**config.mk**
```make
export PLATFORM = sky130hd
export DESIGN_NAME = fir_sample_feeder
export DESIGN_NICKNAME = d
export VERILOG_FILES = /design/src/rtl/fir_sample_feeder.sv
export SDC_FILE = /design/constraint.sdc
export NUM_CORES = 1
export LEC_CHECK = 0
export CAP_MARGIN = 30
export CORE_MARGIN = 3
export CORE_UTILIZATION = 49
export CTS_BUF_LIST = sky130_fd_sc_hd__clkbuf_2 sky130_fd_sc_hd__clkbuf_4 sky130_fd_sc_hd__clkbuf_8
export DETAILED_ROUTE_END_ITERATION = 8
export PLACE_DENSITY = 0.76
export SYNTH_ARGS = -nofsm -noshare
export SYNTH_HDL_FRONTEND = slang
export SYNTH_SLANG_ARGS = --single-unit
```
**constraint.sdc**
```tcl
create_clock -name clock -period 3.7 [get_ports clock]
set_input_delay 0.74 -clock clock [delete_from_list [all_inputs] [get_ports clock]]
set_output_delay 0.74 -clock clock [all_outputs]
set_load 0.05 [all_outputs]
```
**src/rtl/fir_sample_feeder.sv**
```systemverilog
// Sample-rate pacing FIFO feeding the binary FIR: releases one buffered sample per PERIOD cycles.
// Define FIR_FEEDER_HOLD_ON_UNDERRUN_EN to hold the last sample on underrun instead of inserting zero.
module fir_sample_feeder #(
    parameter int W      = 13,
    parameter int PERIOD = 4096,
    parameter int DEPTH  = 8,
    parameter int CNT_W  = 12
) (
    input  logic                       clock,
    input  logic                       reset,
    input  logic                       enable,
    input  logic [W-1:0]               s_data,
    input  logic                       s_valid,
    output logic                       s_ready,
    output logic [W-1:0]               sample,
    output logic                       sample_stb,
    output logic [$clog2(DEPTH):0]     fifo_level,
    output logic                       underrun,
    output logic [15:0]                sample_count
);

    // state | meaning
    // IDLE  | paused; counter held at 0, no strobes
    // PRIME | enabled, waiting for the first buffered sample
    // RUN   | pacing; boundary every PERIOD cycles

    localparam int AW = $clog2(DEPTH);
    localparam logic [1:0] IDLE  = 2'd0;
    localparam logic [1:0] PRIME = 2'd1;
    localparam logic [1:0] RUN   = 2'd2;

    localparam logic [CNT_W-1:0] RELOAD = CNT_W'(PERIOD - 1);
    localparam logic [AW:0]      FULL   = (AW + 1)'(DEPTH);

    logic [1:0]       state;
    logic [1:0]       state_nxt;
    logic [CNT_W-1:0] count;
    logic [W-1:0]     mem [DEPTH];
    logic [AW-1:0]    wr_ptr;
    logic [AW-1:0]    rd_ptr;
    logic             push;
    logic             pop;
    logic             fifo_empty;
    logic             at_boundary;

    assign fifo_empty = (fifo_level == '0);
    assign s_ready    = (fifo_level < FULL);
    assign push       = s_valid && s_ready;

    // Leaving PRIME is itself the first boundary, so the first strobe
    // follows the first buffered sample without a full period of delay.
    assign at_boundary = enable &&
                         (((state == PRIME) && !fifo_empty) ||
                          ((state == RUN) && (count == '0)));

    // Pop looks only at the registered level; a sample pushed on the
    // boundary cycle cannot satisfy that boundary.
    assign pop = at_boundary && !fifo_empty;

    always_comb begin
        state_nxt = state;
        case (state)
            IDLE: begin
                if (enable) begin
                    state_nxt = PRIME;
                end
            end
            PRIME: begin
                if (!enable) begin
                    state_nxt = IDLE;
                end else if (!fifo_empty) begin
                    state_nxt = RUN;
                end
            end
            RUN: begin
                if (!enable) begin
                    state_nxt = IDLE;
                end
            end
            default: state_nxt = IDLE;
        endcase
    end

    always_ff @(posedge clock) begin
        if (reset) begin
            state <= IDLE;
            count <= '0;
        end else begin
            state <= state_nxt;
            case (state)
                PRIME: begin
                    if (at_boundary) begin
                        count <= RELOAD;
                    end else begin
                        count <= '0;
                    end
                end
                RUN: begin
                    if (!enable) begin
                        count <= '0;
                    end else if (count == '0) begin
                        count <= RELOAD;
                    end else begin
                        count <= count - CNT_W'(1);
                    end
                end
                default: count <= '0;
            endcase
        end
    end

    always_ff @(posedge clock) begin
        if (push) begin
            mem[wr_ptr] <= s_data;
        end
    end

    always_ff @(posedge clock) begin
        if (reset) begin
            wr_ptr     <= '0;
            rd_ptr     <= '0;
            fifo_level <= '0;
        end else begin
            if (push) begin
                wr_ptr <= wr_ptr + AW'(1);
            end
            if (pop) begin
                rd_ptr <= rd_ptr + AW'(1);
            end
            case ({push, pop})
                2'b10:   fifo_level <= fifo_level + (AW + 1)'(1);
                2'b01:   fifo_level <= fifo_level - (AW + 1)'(1);
                default: fifo_level <= fifo_level;
            endcase
        end
    end

    always_ff @(posedge clock) begin
        if (reset) begin
            sample       <= '0;
            sample_stb   <= 1'b0;
            underrun     <= 1'b0;
            sample_count <= '0;
        end else begin
            sample_stb <= at_boundary;
            if (at_boundary) begin
                sample_count <= sample_count + 16'd1;
                if (pop) begin
                    sample <= mem[rd_ptr];
                end else begin
                    underrun <= 1'b1;
`ifdef FIR_FEEDER_HOLD_ON_UNDERRUN_EN
                    sample   <= sample;
`else
                    sample   <= '0;
`endif
                end
            end
        end
    end

endmodule
```
==> summary.txt <==
Status: completed
CP Depth: 11
RSZ-0062 raised after global routing: false
Sequential area share after synthesis: 63.1%
Layout Utilization: 59.2%
Fin. Hold Viols: 0
Port Buffers: 52
Reg clk slew, reported paths: 0.08 ns
First-pass GRT wire length: 20800 µm
Clk buf depth: 2
Number of routed nets with antenna violations: 0
DRC violations left: 0
Worst path bufs/invs: 2
Least-Margin Pin Slew: 0.965 ns
Startpoint Class: primary input
Hold Buf Count CTS: 0
Biggest area consumer among synthesized cells: edfxtp_1
Max-Cap Viols: 0
Final non-filler cell total: 715
CTS Root Cell: clkbuf_8
Crit path capture: fifo_level[2]$_SDFFE_PP0P_
Pin count of the biggest net entering global routing: 54
H-tree depth: 4
First-pass DRT Iterations: 4
Routed vias: 4035
Starting Density: 50.6%
DPL Wire Length: 8180 µm
Area Overhead vs Synth: 16.9%
Core area: 13400 µm²
Leak Pwr: 2.69 nW
Finish-stage setup viols: 0
Syn_nets: 495
Tcrit/Tclk final: 81.2%
Synth unique cells: 60
Overflow after GRT: 0
Vias in the first global route: 4069
Syn avg cell area: 14.5 µm²
Final slew viol count: 0
Design area: 7930 µm²
Switch Pwr: 860 µW
Synth top cells by count: 104 x edfxtp_1, 58 x dfxtp_1, 35 x nor2_1
Async set or reset register ratio after synthesis: 0%
Arrival @ worst endpoint: 3.37 ns
CTS tree: done
Vias per cell: 5.64
Share of the synthesized area in the top cell type: 46.0%
Worst-path fanout max: 14
Die width: 124 µm
Reg power frac: 55.6%
Mapped Area: 6790 µm²
Total Negative Setup Slacks: 0 ns
Slew HR: 35.6%
Internal power: 2.78 mW
CTS Buf Count: 17
# rows: 42
Post-CTS Setup Inserts: 0
Clock network power share: 35.6%
I/O pins: 53
Fmax: 333 MHz
Worst Skew: 0.0113 ns
Worst vdd ir: 0.226 mV
CP max-delay cell: clkdlybuf4s50_1
Synthesized instance count: 467
Ys Warns: 0
Hold Path Depth: 1
Final nets: 554
Die H: 124 µm
Flops & latches, synth: 162
Switch share: 23.6%
Hold Path Class: flip-flop to flip-flop
Routability Congestion: 0.805
Combinational power share: 8.8%
WL/cell: 18.1 µm
Die ar.: 15300 µm²
CP max stage delay: 0.48 ns
Antenna fix cells: 0
Initial antenna violation count: 0
Synth area leaders: edfxtp_1 46%, dfxtp_1 17%, mux4_2 8.6%
Commonest register cell after synthesis: edfxtp_1
Post_cts resized: 0
Post-Place Cell Area: 7490 µm²
Post-Route WL: 13000 µm
Top-count cell post-synth: edfxtp_1
Iter 0 DRT Violations: 301
Overall Global Routing Usage: 18.0%
Hold Crit Start: sample[8]$_SDFFE_PP0N_
Worst setup path class: primary input to flip-flop
R2R depth: 12
Crit path time final: 3.00 ns
Largest delay share family, worst path: buffers and inverters
Worst-Skew Late Latency: 0.45 ns
Sink Count: 162
EDFF count, synth: 104
CP cell instances: clkdlybuf4s50_1 -> buf_4 -> nand3_2 -> a21oi_2 -> ha_1 -> xor2_1 -> ha_1 -> a21oi_1 -> xor2_1 -> or3_1 -> a21oi_1
Reg2reg setup slack: 0.86 ns
Reg-to-Reg End: fifo_level[2]$_SDFFE_PP0P_
Worst setup startpoint: enable
Reg-to-reg critical path startpoint: state[0]$_SDFFE_PP0P_
Share of layout cells above drive strength 1: 19.5%
Crit path capture type: flip-flop
Inst Count DP: 682
PwrDens: 459 nW/µm²
Worst EP required: 4.07 ns
## area by class of cell
type / instances / area, µm²
clock buffers: 21 / 283
fillers: 1034 / 5470
multi-input cells: 270 / 2340
repair buffers: 66 / 641
well taps: 176 / 220
clock inverters: 11 / 129
inverters: 9 / 33.8
flip-flops and latches: 162 / 4290
## worst reg2reg max path: stages (launching register included)
cell and delay, ns:
dfxtp_1 0.35, inv_1 0.09, ha_1 0.25, and4b_1 0.25, nand4_2 0.14, a21oi_2 0.33
ha_1 0.35, xor2_1 0.17, ha_1 0.16, a21oi_1 0.05, xor2_1 0.16, or3_1 0.31
a21oi_1 0.15
## power groups by stage
stage | clock network [mW] | logic, mW | registers (mW)
CTS | 1.32 | 0.316 | 2.03
detailed placement | 0 | 0.315 | 2.07
global placement | 0 | 0.301 | 2.06
global route | 1.39 | 0.347 | 2.03
floorplan | 0 | 0.209 | 2.07
finish | 1.29 | 0.320 | 2.02
## cell usage in the layout, fill, tap and decap left out, types with 8 or more instances in the layout
cell type        netlist  final
edfxtp_1             104    104
dfxtp_1               58     57
clkdlybuf4s50_1        0     51
nor2_1                35     35
mux4_2                26     26
clkbuf_8               0     20
a21oi_1               18     18
nor2b_1               17     17
nand2_1               16     16
mux2_2                16     16
mux2i_1               16     16
o2bb2ai_1             13     13
buf_4                  2     13
ha_1                  11     11
inv_1                  9      9
xor2_1                 8      8
o21ai_0                8      8
## worst min-delay path by stage
| stage | endpoint | slack (ns) |
|---|---|---|
| floorplan | state[0]$_SDFFE_PP0P_ | 0.47 |
| global placement | sample[2]$_SDFFE_PP0N_ | 0.44 |
| detailed placement | sample[8]$_SDFFE_PP0N_ | 0.45 |
| CTS | sample[8]$_SDFFE_PP0N_ | 0.47 |
| global route | sample[2]$_SDFFE_PP0N_ | 0.49 |
| finish | sample[8]$_SDFFE_PP0N_ | 0.47 |
## through the flow
step	hold WS, ns	setup WS [ns]	total power, mW
after CTS	0.470	0.728	3.67
after global placement	0.444	0.365	2.37
after floorplan	0.467	0.878	2.27
after global routing	0.493	0.531	3.77
after detailed placement	0.450	0.245	2.38
final	0.466	0.697	3.64
## metal layers
layer / share of wire, % / global-route usage [%] / vias up
met1: 43 / 23.8 / 2027
li1: - / - / 1896
met5: 0 / 0 / -
met3: 4.9 / 4.45 / 19
met4: 1.9 / 6.64 / 0
met2: 50 / 28.8 / 93
## cell families (layout without fill, tap and decap cells)
family / after synthesis / in the layout / share of synthesized area [%]
AO/OA/AOI/OAI: 67 / 67 / 6.66
XOR/XNOR: 10 / 10 / 1.29
adder cells (fa/ha/maj): 11 / 11 / 2.03
buffers and inverters: 35 / 107 / 2.49
flip-flops: 162 / 162 / 63.1
multiplexers: 60 / 60 / 14.0
AND/OR/NAND/NOR: 122 / 122 / 10.4
## flip-flops by register name (all words and copies together) (netlist names), named ones only
signal        flops
count            12
fifo_level        4
mem             104
rd_ptr            3
sample           13
sample_count     16
sample_stb        1
state             2
underrun          1
wr_ptr            3
(Power assumes the default switching activity.)
==> edit, RTL diff (same settings) <==
The parameter `CNT_W` goes from 12 to 18.
--- a/src/rtl/fir_sample_feeder.sv
+++ b/src/rtl/fir_sample_feeder.sv
@@ -6,3 +6,3 @@
     parameter int DEPTH  = 8,
-    parameter int CNT_W  = 12
+    parameter int CNT_W  = 18
 ) (
Behaviour: no difference found for any inputs over 10 cycles, from zero or initial values and one cycle with reset high; that may be too few to reach the edited logic, so the function may still have changed.
==> edit against the unedited design <==
Synthesized area up 1.1%; sequential cell count increased by 6; global-route usage is 0.29 points lower; core utilization is 0.33 points higher; wire length grew 0.28%; design area rose by 0.95%; worst setup slack lost 0.0019 ns; critical path depth rose by 2; total power grew 0.31%; cell count increased by 5.9%; largest power group unchanged; first-iteration DRC count increased by 26%.
==> edit: results (changes against the unedited design) <==
- Crit path launch type: flop (was input port)
- CP delay by family, top: simple AND/OR/NAND/NOR gates (was buffers and inverters)
- LEAKAGE: 2.64 nW (was 2.69 nW)
- Fillers: 1067 (was 1034)
- Initial drt markers: 379 (was 301)
- Worst reg-to-reg setup slack: 0.70 ns (was 0.86 ns)
- Cells after DPL: 725 (was 682)
- Post-synthesis sequential area ratio: 0.642 (was 0.631)
- Status: complete, no violations (unchanged)
- RePlAce Congestion: 0.777 (was 0.805)
- Hold Path End: sample[9] (was sample[8])
- Slew HR: 0.467 (was 0.356)
- Pre-antenna DRT Iters: 5 (was 4)
- Max incr delay on CP: 0.37 ns (was 0.48 ns)
- Largest cells by area after synthesis: edfxtp_1 (46%), dfxtp_1 (19%), mux4_2 (8.5%), a21oi_1 (3.5%), mux2_2 (2.3%) (was edfxtp_1 (46%), dfxtp_1 (17%), mux4_2 (8.6%), mux2_2 (2.7%), mux2i_1 (2.4%))
- Hold_sp: sample[9] (was sample[8])
- Final non-filler cell total: 757 (was 715)
- Synth cell types: 42 (was 60)
- Post-DP HPWL: 8300 um (was 8180 um)
- Routed length per instance: 17.2 um (was 18.1 um)
- Pre-CTS setup slack: 0.334 ns (was 0.245 ns)
- Cells after synthesis: 507 (was 467)
- First-pass GRT wire length: 21500 um (was 20800 um)
- Vias in the first global route: 4092 (was 4069)
- Synth top cells by count: edfxtp_1 (104), dfxtp_1 (64), a21oi_1 (48), nor2_1 (41), nand2_1 (32) (was edfxtp_1 (104), dfxtp_1 (58), nor2_1 (35), mux4_2 (26), a21oi_1 (18))
- Total number of vias: 4193 (was 4035)
- Max VDD drop: 0.409 mV (was 0.226 mV)
- Worst Path Arrival: 3.39 ns (was 3.37 ns)
- Syn Nets: 535 (was 495)
- Regs by FF count: mem: 104 flops, count: 18 flops, sample_count: 16 flops (was mem: 104 flops, sample_count: 16 flops, sample: 13 flops)
- Final net count: 596 (was 554)
edit: cell families (layout without fill, tap and decap cells):
logic type	after synthesis	after routing	share of synthesized area
flip-flops	168	168	0.642
AND/OR/NAND/NOR	147	147	0.111
AO/OA/AOI/OAI	80	80	0.0662
multiplexers	42	42	0.111
buffers and inverters	37	111	0.0219
XOR/XNOR	22	22	0.0281
adder cells (fa/ha/maj)	11	11	0.0201
edit: layout make-up:
type / instances / area (um2) / area share
sequential: 168 / 4400 / 0.550
multi-input combinational: 302 / 2320 / 0.289
timing repair buffer: 67 / 633 / 0.0791
clock buffer: 18 / 241 / 0.0302
tap: 176 / 220 / 0.0275
clock inverter: 14 / 146 / 0.0183
inverter: 12 / 45.0 / 0.00562
edit: layer usage:
| metal | track usage | routed length (um) |
|---|---|---|
| met2 | 0.291 | 6680 |
| met1 | 0.230 | 5560 |
| met5 | 0 | 0 |
| met4 | 0.0490 | 121 |
| met3 | 0.0510 | 641 |
edit: how the worst max path moves through the flow:
stage | end | slack (ns) | cells past startpoint
final | fifo_level[2] | 0.70 | 13
after floorplan | fifo_level[2] | 0.28 | 15
after global routing | fifo_level[2] | 0.42 | 13
after detailed placement | fifo_level[2] | 0.33 | 11
after CTS | fifo_level[2] | 0.70 | 13
after global placement | fifo_level[2] | 0.45 | 11
edit: power breakdown:
| group | leakage [nW] | internal [mW] | switching, mW | total, mW |
|---|---|---|---|---|
| logic | 0.978 | 0.133 | 0.193 | 0.326 |
| clock network | 0.201 | 0.613 | 0.654 | 1.27 |
| registers | 1.46 | 2.03 | 0.0262 | 2.06 |
edit: tightest hold or removal path, delay by kind of cell (launching register included):
kind             cells  cell delay [ns]
flip-flops           1             0.32
AND/OR/NAND/NOR      1             0.06
AO/OA/AOI/OAI        1             0.05
